--- src/rtl/control_fsm_gen_if.sv ---
// control_fsm_gen_if: bundle of instruction, handshake and control signals between the
// control FSM and the datapath / memory it sequences.
//   master modport (control FSM): receives IR, Mem_ready, Zero, Resume; drives all
//     control strobes, addresses, ALU select, State_out, Instr_count, Fault, Illegal.
//   slave modport (datapath side): the mirror image.
interface control_fsm_gen_if #(
    parameter int unsigned IR_W   = 16,
    parameter int unsigned REG_AW = 4,
    parameter int unsigned D_AW   = 8,
    parameter int unsigned ALU_SW = 3,
    parameter int unsigned CNT_W  = 16
);
    logic [IR_W-1:0]   IR;
    logic              Mem_ready;
    logic              Zero;
    logic              Resume;

    logic              PC_clr;
    logic              PC_up;
    logic              PC_ld;
    logic              IR_ld;
    logic              D_wr;
    logic              Mem_req;
    logic              RF_s;
    logic              RF_W_en;
    logic [D_AW-1:0]   D_addr;
    logic [D_AW-1:0]   PC_addr;
    logic [REG_AW-1:0] RF_Ra_addr;
    logic [REG_AW-1:0] RF_Rb_addr;
    logic [REG_AW-1:0] RF_W_addr;
    logic [ALU_SW-1:0] Alu_s0;
    logic [3:0]        State_out;
    logic [CNT_W-1:0]  Instr_count;
    logic              Fault;
    logic              Illegal;

    modport master (
        input  IR, Mem_ready, Zero, Resume,
        output PC_clr, PC_up, PC_ld, IR_ld, D_wr, Mem_req, RF_s, RF_W_en,
        output D_addr, PC_addr, RF_Ra_addr, RF_Rb_addr, RF_W_addr, Alu_s0,
        output State_out, Instr_count, Fault, Illegal
    );

    modport slave (
        output IR, Mem_ready, Zero, Resume,
        input  PC_clr, PC_up, PC_ld, IR_ld, D_wr, Mem_req, RF_s, RF_W_en,
        input  D_addr, PC_addr, RF_Ra_addr, RF_Rb_addr, RF_W_addr, Alu_s0,
        input  State_out, Instr_count, Fault, Illegal
    );
endinterface

--- src/rtl/control_fsm_gen.sv ---
// control_fsm_gen: multi-cycle instruction control FSM (fetch / decode / execute) with a
// memory-wait timeout that traps into a sticky Fault state, and a saturating
// retired-instruction counter.
// Ports:
//   Clk   - clock
//   Reset - asynchronous active-high reset; forces Init, clears counters
//   bus   - control_fsm_gen_if.master: IR/Mem_ready/Zero/Resume in, control strobes,
//           addresses, ALU select, State_out, Instr_count, Fault, Illegal out
module control_fsm_gen #(
    parameter int unsigned IR_W   = 16,
    parameter int unsigned OP_W   = 4,
    parameter int unsigned REG_AW = 4,
    parameter int unsigned D_AW   = 8,
    parameter int unsigned ALU_SW = 3,
    parameter int unsigned CNT_W  = 16,
    parameter int unsigned MEM_TO = 15
) (
    input logic               Clk,
    input logic               Reset,
    control_fsm_gen_if.master bus
);

    if ((IR_W < OP_W + REG_AW + D_AW) || (IR_W < OP_W + 3 * REG_AW) || (MEM_TO < 1))
    begin : g_param_check
        $error("control_fsm_gen: IR_W too narrow for its fields, or MEM_TO < 1");
    end

    // Wait counter holds 0..MEM_TO-1.
    localparam int unsigned WAIT_W = (MEM_TO > 1) ? $clog2(MEM_TO) : 1;

    typedef enum logic [3:0] {
        StInit   = 4'd0,
        StFetch  = 4'd1,
        StDecode = 4'd2,
        StNoop   = 4'd3,
        StStore  = 4'd4,
        StLoadA  = 4'd5,
        StLoadB  = 4'd6,
        StAdd    = 4'd7,
        StSub    = 4'd8,
        StHalt   = 4'd9,
        StJmp    = 4'd10,
        StJz     = 4'd11,
        StFault  = 4'd12
    } state_e;

    state_e            state_q, state_d;
    logic [WAIT_W-1:0] wait_q, wait_d;
    logic [CNT_W-1:0]  count_q, count_d;
    logic              retire;

    logic [OP_W-1:0]   opcode;
    logic [REG_AW-1:0] ra_field, rb_field, w_field;
    logic [D_AW-1:0]   addr_lo, addr_ld;

    assign opcode   = bus.IR[IR_W-1 -: OP_W];
    assign ra_field = bus.IR[IR_W-OP_W-1 -: REG_AW];
    assign rb_field = bus.IR[IR_W-OP_W-REG_AW-1 -: REG_AW];
    assign w_field  = bus.IR[REG_AW-1:0];
    assign addr_lo  = bus.IR[D_AW-1:0];
    assign addr_ld  = bus.IR[REG_AW+D_AW-1:REG_AW];

    // State register
    always_ff @(posedge Clk or posedge Reset) begin
        if (Reset) begin
            state_q <= StInit;
            wait_q  <= '0;
            count_q <= '0;
        end else begin
            state_q <= state_d;
            wait_q  <= wait_d;
            count_q <= count_d;
        end
    end

    // Next-state logic
    always_comb begin
        state_d = state_q;
        wait_d  = '0;
        unique case (state_q)
            StInit:   state_d = StFetch;
            StFetch:  state_d = StDecode;
            StDecode: begin
                case (opcode)
                    OP_W'(0): state_d = StNoop;
                    OP_W'(1): state_d = StStore;
                    OP_W'(2): state_d = StLoadA;
                    OP_W'(3): state_d = StAdd;
                    OP_W'(4): state_d = StSub;
                    OP_W'(5): state_d = StHalt;
                    OP_W'(6): state_d = StJmp;
                    OP_W'(7): state_d = StJz;
                    default:  state_d = StInit;
                endcase
            end
            StStore, StLoadA: begin
                if (bus.Mem_ready) begin
                    state_d = (state_q == StStore) ? StFetch : StLoadB;
                end else if (wait_q == WAIT_W'(MEM_TO - 1)) begin
                    state_d = StFault;
                end else begin
                    wait_d = wait_q + 1'b1;
                end
            end
            StHalt:   if (bus.Resume) state_d = StFetch;
            StFault:  state_d = StFault;
            StNoop, StLoadB, StAdd, StSub, StJmp, StJz: state_d = StFetch;
            default:  state_d = StInit;
        endcase

        // Retire on leaving an execute state, or on entering Halt.
        retire = ((state_q inside {StNoop, StStore, StLoadB, StAdd, StSub, StJmp, StJz}) &&
                  (state_d != state_q)) ||
                 ((state_q == StDecode) && (state_d == StHalt));
        count_d = (retire && (count_q != '1)) ? count_q + 1'b1 : count_q;
    end

    assign bus.Instr_count = count_q;
    assign bus.State_out   = state_q;

    // Output logic
    always_comb begin
        bus.PC_clr     = 1'b0;
        bus.PC_up      = 1'b0;
        bus.PC_ld      = 1'b0;
        bus.IR_ld      = 1'b0;
        bus.D_wr       = 1'b0;
        bus.Mem_req    = 1'b0;
        bus.RF_s       = 1'b0;
        bus.RF_W_en    = 1'b0;
        bus.D_addr     = '0;
        bus.PC_addr    = '0;
        bus.RF_Ra_addr = '0;
        bus.RF_Rb_addr = '0;
        bus.RF_W_addr  = '0;
        bus.Alu_s0     = '0;
        bus.Fault      = 1'b0;
        bus.Illegal    = 1'b0;
        unique case (state_q)
            StInit:   bus.PC_clr = 1'b1;
            StFetch: begin
                bus.IR_ld = 1'b1;
                bus.PC_up = 1'b1;
            end
            // Decode only falls back to Init on an unknown opcode.
            StDecode: bus.Illegal = (state_d == StInit);
            StStore: begin
                bus.Mem_req    = 1'b1;
                bus.D_wr       = 1'b1;
                bus.D_addr     = addr_lo;
                bus.RF_Ra_addr = ra_field;
            end
            StLoadA: begin
                bus.Mem_req   = 1'b1;
                bus.RF_s      = 1'b1;
                bus.D_addr    = addr_ld;
                bus.RF_W_addr = w_field;
            end
            StLoadB: begin
                bus.RF_s      = 1'b1;
                bus.RF_W_en   = 1'b1;
                bus.D_addr    = addr_ld;
                bus.RF_W_addr = w_field;
            end
            StAdd, StSub: begin
                bus.RF_Ra_addr = ra_field;
                bus.RF_Rb_addr = rb_field;
                bus.RF_W_addr  = w_field;
                bus.RF_W_en    = 1'b1;
                bus.Alu_s0     = (state_q == StAdd) ? ALU_SW'(1) : ALU_SW'(2);
            end
            StJmp: begin
                bus.PC_ld   = 1'b1;
                bus.PC_addr = addr_lo;
            end
            StJz: begin
                bus.PC_ld   = bus.Zero;
                bus.PC_addr = addr_lo;
            end
            StFault:  bus.Fault = 1'b1;
            default:  ;
        endcase
    end

endmodule

--- src/flat_wrapper.sv ---
// flat-port wrapper written by rule: the top's interface ports become plain ports
module control_fsm_gen_flat 
#(
    parameter int unsigned IR_W   = 16,
    parameter int unsigned OP_W   = 4,
    parameter int unsigned REG_AW = 4,
    parameter int unsigned D_AW   = 8,
    parameter int unsigned ALU_SW = 3,
    parameter int unsigned CNT_W  = 16,
    parameter int unsigned MEM_TO = 15
)
  (Clk, Reset, bus_IR, bus_Mem_ready, bus_Zero, bus_Resume, bus_PC_clr, bus_PC_up, bus_PC_ld, bus_IR_ld, bus_D_wr, bus_Mem_req, bus_RF_s, bus_RF_W_en, bus_D_addr, bus_PC_addr, bus_RF_Ra_addr, bus_RF_Rb_addr, bus_RF_W_addr, bus_Alu_s0, bus_State_out, bus_Instr_count, bus_Fault, bus_Illegal);
  control_fsm_gen_if #(.IR_W(IR_W), .REG_AW(REG_AW), .D_AW(D_AW), .ALU_SW(ALU_SW), .CNT_W(CNT_W)) bus_i ();
  input logic Clk;
  input logic Reset;
  input wire logic [$bits(bus_i.IR)-1:0] bus_IR;
  input wire logic [$bits(bus_i.Mem_ready)-1:0] bus_Mem_ready;
  input wire logic [$bits(bus_i.Zero)-1:0] bus_Zero;
  input wire logic [$bits(bus_i.Resume)-1:0] bus_Resume;
  output wire logic [$bits(bus_i.PC_clr)-1:0] bus_PC_clr;
  output wire logic [$bits(bus_i.PC_up)-1:0] bus_PC_up;
  output wire logic [$bits(bus_i.PC_ld)-1:0] bus_PC_ld;
  output wire logic [$bits(bus_i.IR_ld)-1:0] bus_IR_ld;
  output wire logic [$bits(bus_i.D_wr)-1:0] bus_D_wr;
  output wire logic [$bits(bus_i.Mem_req)-1:0] bus_Mem_req;
  output wire logic [$bits(bus_i.RF_s)-1:0] bus_RF_s;
  output wire logic [$bits(bus_i.RF_W_en)-1:0] bus_RF_W_en;
  output wire logic [$bits(bus_i.D_addr)-1:0] bus_D_addr;
  output wire logic [$bits(bus_i.PC_addr)-1:0] bus_PC_addr;
  output wire logic [$bits(bus_i.RF_Ra_addr)-1:0] bus_RF_Ra_addr;
  output wire logic [$bits(bus_i.RF_Rb_addr)-1:0] bus_RF_Rb_addr;
  output wire logic [$bits(bus_i.RF_W_addr)-1:0] bus_RF_W_addr;
  output wire logic [$bits(bus_i.Alu_s0)-1:0] bus_Alu_s0;
  output wire logic [$bits(bus_i.State_out)-1:0] bus_State_out;
  output wire logic [$bits(bus_i.Instr_count)-1:0] bus_Instr_count;
  output wire logic [$bits(bus_i.Fault)-1:0] bus_Fault;
  output wire logic [$bits(bus_i.Illegal)-1:0] bus_Illegal;
  assign bus_i.IR = bus_IR;
  assign bus_i.Mem_ready = bus_Mem_ready;
  assign bus_i.Zero = bus_Zero;
  assign bus_i.Resume = bus_Resume;
  assign bus_PC_clr = bus_i.PC_clr;
  assign bus_PC_up = bus_i.PC_up;
  assign bus_PC_ld = bus_i.PC_ld;
  assign bus_IR_ld = bus_i.IR_ld;
  assign bus_D_wr = bus_i.D_wr;
  assign bus_Mem_req = bus_i.Mem_req;
  assign bus_RF_s = bus_i.RF_s;
  assign bus_RF_W_en = bus_i.RF_W_en;
  assign bus_D_addr = bus_i.D_addr;
  assign bus_PC_addr = bus_i.PC_addr;
  assign bus_RF_Ra_addr = bus_i.RF_Ra_addr;
  assign bus_RF_Rb_addr = bus_i.RF_Rb_addr;
  assign bus_RF_W_addr = bus_i.RF_W_addr;
  assign bus_Alu_s0 = bus_i.Alu_s0;
  assign bus_State_out = bus_i.State_out;
  assign bus_Instr_count = bus_i.Instr_count;
  assign bus_Fault = bus_i.Fault;
  assign bus_Illegal = bus_i.Illegal;
  control_fsm_gen #(.IR_W(IR_W), .OP_W(OP_W), .REG_AW(REG_AW), .D_AW(D_AW), .ALU_SW(ALU_SW), .CNT_W(CNT_W), .MEM_TO(MEM_TO)) u_core (.Clk(Clk), .Reset(Reset), .bus(bus_i));
endmodule
--- config.mk ---
export PLATFORM = sky130hd
export DESIGN_NAME = control_fsm_gen_flat
export DESIGN_NICKNAME = d
export VERILOG_FILES = /design/src/rtl/control_fsm_gen_if.sv /design/src/rtl/control_fsm_gen.sv /design/src/flat_wrapper.sv
export SDC_FILE = /design/constraint.sdc
export NUM_CORES = 1
export LEC_CHECK = 0
export ABC_AREA = 1
export CORE_ASPECT_RATIO = 1.25
export CORE_MARGIN = 2
export CORE_UTILIZATION = 40
export CTS_CLUSTER_DIAMETER = 60
export DETAILED_ROUTE_END_ITERATION = 10
export PLACE_DENSITY_LB_ADDON = 0.1
export RECOVER_POWER = 25
export SETUP_SLACK_MARGIN = 0.3
export SLEW_MARGIN = 40
export SYNTH_ARGS = -nofsm -noshare
export SYNTH_HDL_FRONTEND = slang
export SYNTH_SLANG_ARGS = --single-unit
--- constraint.sdc ---
create_clock -name Clk -period 5.04 [get_ports Clk]
set_input_delay 0.756 -clock Clk [delete_from_list [all_inputs] [get_ports Clk]]
set_output_delay 0.756 -clock Clk [all_outputs]
set_load 0.02 [all_outputs]
* After elaboration in Yosys (flattened, before gate mapping)
Memory sizes are Yosys's and may differ from the RTL's.
Index checks and enable logic that the tools add are counted.
Widths: inputs -> output; s select.
** Cells by class
- Add/sub/neg operators :: 2
- Eq/ne operators :: 16
- Muxes and demuxes :: 25
- Reduce and logical (&&, ||, !) cells :: 15
** Operators with widths (count)
- $mux 4 :: 10
- $eq 4x4->1 const B :: 7
- $pmux 4 s6 :: 1
- $add 16x1->16 const B :: 1
- $eq 4x3->1 const B :: 4
- $ne 16x16->1 const B :: 1
- $pmux 8 s2 :: 1
- $eq 4x2->1 const B :: 2
- $logic_not 4->1 :: 2
- $mux 1 :: 8
- $mux 8 :: 1
- $reduce_or 2->1 :: 4
- $reduce_bool 7->1 :: 1
- $reduce_or 7->1 :: 1
- $mux 3 :: 2
- $reduce_or 3->1 :: 2
- $add 4x1->4 const B :: 1
- $eq 4x1->1 const B :: 1
- $ne 4x4->1 :: 1
- $reduce_or 4->1 :: 1
- $logic_and 1x1->1 :: 3
- $mux 2 :: 1
- $pmux 1 s2 :: 1
- $logic_or 1x1->1 :: 1
** Storage, ports and cells
- Word-level logic and storage cells :: 62
- Output and inout bits :: 61
- Register bits after elaboration :: 24
- Bits in read-only memories :: 32
- Input bits :: 21
- Memories kept :: 1
** Memories
- (no name shown) :: depth 8, bits a word 4, rd ports 1, clocked after Yosys merged registers in 0, wr ports 0, line control_fsm_gen.sv:84 : case (opcode)

* Logic depth before layout (Yosys ltp)
- Word-level depth :: 8
- Gate-level depth with buffers :: 17
- Depth with buffers taken out :: 16

* Worst setup path after synthesis
Ideal clock, no wire load.
- Path kind :: input-to-output
- Start :: in bus_IR[13]
- End :: out bus_Illegal
- Path slack :: 2.316 ns
- Data arrival time :: 1.968 ns
- Path buffers :: 0
- Required time :: 4.284 ns
- Stages :: 7
- Path through :: inv_1 -> ha_1 -> o21ai_0 -> nand2_1 -> nand3_1 -> nor3_1 -> nor3b_1
** On the way
- Word-level cells in the longest chain between the ends :: 5
** Ends and longest elaborated chain
- from (decl) :: line flat_wrapper.sv:16 : input wire logic [$bits(bus_i.IR)-1:0] bus_IR;
- $mem_v2 8x4
- $mux 4 :: line control_fsm_gen.sv:84
- $pmux 4 s6 :: line control_fsm_gen.sv:80 : unique case (state_q)
- net u_core.state_d[1] :: line control_fsm_gen.sv:47 : state_e state_q, state_d;
- $logic_not 4->1 :: line control_fsm_gen.sv:146 : StDecode: bus.Illegal = (state_d == StInit);
- $mux 1 :: line control_fsm_gen.sv:139 : unique case (state_q)
- to (decl) :: line flat_wrapper.sv:37 : output wire logic [$bits(bus_i.Illegal)-1:0] bus_Illegal;
The timed path passes the listed nets, and every way through them passes these cells.

* Worst setup path in the final report
- Start :: in bus_IR[12]
- End :: out bus_Illegal
Same word-level chain as after synthesis.

==> reports/results.ini <==
[run_status]
status=finished clean

[drt]
drtIter0Drc=76
final_antenna_net_count=0
drc=0
routed_wl_mm=5.36
dr.pass1.iters=4
avgRoutedWirePerCell_um=12.5
vias=2110
via_per_inst=4.91

[timing]
timing.fmax_ghz=0.274
rsz0062_at_grt=false
finalMaxSlewViolations=0
relSlewSlack=0.388
clock_skew_ns=0.00175
tightest_slew_ns=0.917
finalHoldViolCount=0
min_period_ns=3.65
setup_viol=0
fin_tns_setup_ns=0
fin_crit_sh=0.724

[clock_network]
cts_resized=0
clock-sinks=24
hold_buffers=0
path_clk_slew_ns=0.09
clock_path_buffers=2
cts_buffers=3
cts_tree=built
post-cts-setup-buffer-count=0
htree_levels=1
worstSkewPairLatency_ns=0.27
cts-root-buf=clkbuf_8

[critical_path]
crit_buf_inv=3
reg2reg_slack_ns=2.74
cp_max_fo=3
reg2reg_to=u_core.bus.Instr_count[14]
ff2ff_path_depth=9
start_kind=input port
end_kind=output pin
required_ns=4.28
path_class=in -> out
cpLargestDelayFamily=buffers and inverters
arrival_ns=2.89
cp_slowest_cell=clkdlybuf4s50_1
cpPeakStageDelay_ns=0.63
crit_chain=dlygate4sd3_1 -> inv_1 -> ha_1 -> o21ai_0 -> nand2_1 -> nand3_1 -> nor3_1 -> nor3b_1 -> clkdlybuf4s50_1
timing.rr.start=u_core.bus.Instr_count[0]

[floorplan]
die-area_mm2=0.00535
die_w_um=65.8
row_count=28
start_util=0.410
io_pins=82
core_area_mm2=0.00466
die_h_um=81.2

[placed_design]
dp_hpwl_mm=4.18
port_buffers=80
placed_cells=426
gp_congestion=0.908

[min_path]
min_path_type=reg -> reg
min_path_cells=1
min_to=u_core.wait_q[0]
hold_start=u_core.wait_q[0]

[job]
cap_violations=0

[synth]
synth_top_area_share=0.315
synth_top_area_cell=dfrtp_1
synthTopCellsByArea=dfrtp_1 31%, nand2_1 16%, nand3_1 8.1%
yosys_warnings=0
postSynth.asyncResetShare=1.00
synthFlopType=dfrtp_1
synth_seq_area_share=0.315
synth_area_mm2=0.00191
syn_inst=292
synth_seq_cells=24
syn_nets=318
synth_edf_count=0
synth_cell_types=28
avgSynthCellArea_um2=6.54

[grt]
grtUsageTotal=0.209
antenna_found_initial=0
grt_pass1_vias=2005
grt_max_degree=25
grt_pass1_wl_mm=8.91
overflow=0

[pwr]
power_density_mw_per_mm2=397
vdd.ir_drop.worst_uv=308
cellLeakagePower_nw=1.34

[layout]
fillers=472
area_growth_syn_to_layout_pct=47.1
final_layout_size_suffix_gt1_frac=0.0514
finalNonFillerCells=430
nNetsFinal=397
n_antenna_cell=0

## Yosys cell counts (2+ instances only)
| master | count |
|---|---|
| a21oi_1 | 3 |
| buf_4 | 4 |
| dfrtp_1 | 24 |
| ha_1 | 5 |
| inv_1 | 38 |
| inv_2 | 4 |
| nand2_1 | 79 |
| nand2_2 | 5 |
| nand2_4 | 2 |
| nand3_1 | 31 |
| nand4_1 | 6 |
| nor2_1 | 35 |
| nor2_2 | 4 |
| nor3_1 | 14 |
| nor4_1 | 2 |
| o21ai_0 | 7 |
| o22ai_1 | 4 |
| xnor2_1 | 3 |
| xor2_1 | 13 |
## routing by layer
| metal | global-route usage | share of wire | up-vias |
|---|---|---|---|
| met1 | 0.236 | 0.40 | 973 |
| met3 | 0.0249 | 0.049 | 5 |
| met2 | 0.405 | 0.54 | 53 |
| met5 | 0 | 0 | - |
| li1 | - | - | 1079 |
| met4 | 0.0583 | 0.011 | 0 |
## flip-flops by register name, summed over array words and instances (netlist names)
name / flops
u_core.bus.State_out: 4
u_core.bus.Instr_count: 16
u_core.wait_q: 4
## cell type report
type | count | area, um2 | share of cell area
sequential | 24 | 601 | 0.214
clock buffer | 3 | 41.3 | 0.0147
clock inverter | 1 | 30.0 | 0.0107
multi-input combinational | 219 | 1100 | 0.392
tap | 60 | 75.1 | 0.0267
inverter | 43 | 161 | 0.0575
timing repair buffer | 80 | 801 | 0.285
## logic make-up after synthesis
logic type / after synthesis / share of synthesized area
xor+xnor: 16 / 0.0734
compound gates: 15 / 0.0419
other cells: 1 / 0.00196
fa+ha+maj: 5 / 0.0328
simple gates: 182 / 0.427
buf+inv: 49 / 0.108
flops: 24 / 0.315
## cells in the final DEF, fill, tap and decap left out, drive strengths merged
master,Yosys,layout
nand4,6,6
o21ai,8,8
nor3,14,14
clkdlybuf4s50,0,77
bufinv,0,1
nand3b,1,1
inv,42,42
nor4,2,2
nand3,32,32
nor2,39,39
dfrtp,24,24
ha,5,5
xnor2,3,3
clkbuf,1,3
nor3b,1,1
nor4b,1,1
nand2,86,86
xor2,13,13
o22ai,4,4
dlygate4sd3,0,3
a21oi,3,3
conb,1,1
clkinv,1,1
## worst max-delay path by stage
stage	start	end	slack (ns)	cells after the start
global placement	bus_IR[12]	bus_Illegal	1.49	9
finish	bus_IR[12]	bus_Illegal	1.39	9
global route	u_core.bus.State_out[0]	bus_RF_W_addr[3]	1.13	7
floorplan	bus_IR[13]	bus_Illegal	2.32	7
detailed placement	bus_IR[12]	bus_Illegal	1.44	9
CTS	u_core.bus.State_out[0]	bus_RF_W_addr[0]	1.43	7
## power breakdown
group | switching, mW | internal (mW)
Combinational | 0.411 | 0.257
Sequential | 0.0540 | 0.222
Clock | 0.0651 | 0.106
## stage by stage
step	util	hold slack (ns)	area (um2)	setup slack (ns)	total power [mW]
6_report	0.603	0.505	2810	1.39	1.12
5_1_grt	0.603	0.546	2810	1.13	1.20
4_1_cts	0.603	0.510	2810	1.43	1.12
3_5_place_dp	0.588	0.487	2740	1.44	0.951
3_3_place_gp	0.588	0.476	2740	1.49	0.945
2_1_floorplan	-	0.451	1910	2.32	0.713
Note: power is estimated with default switching activity, not from simulation.
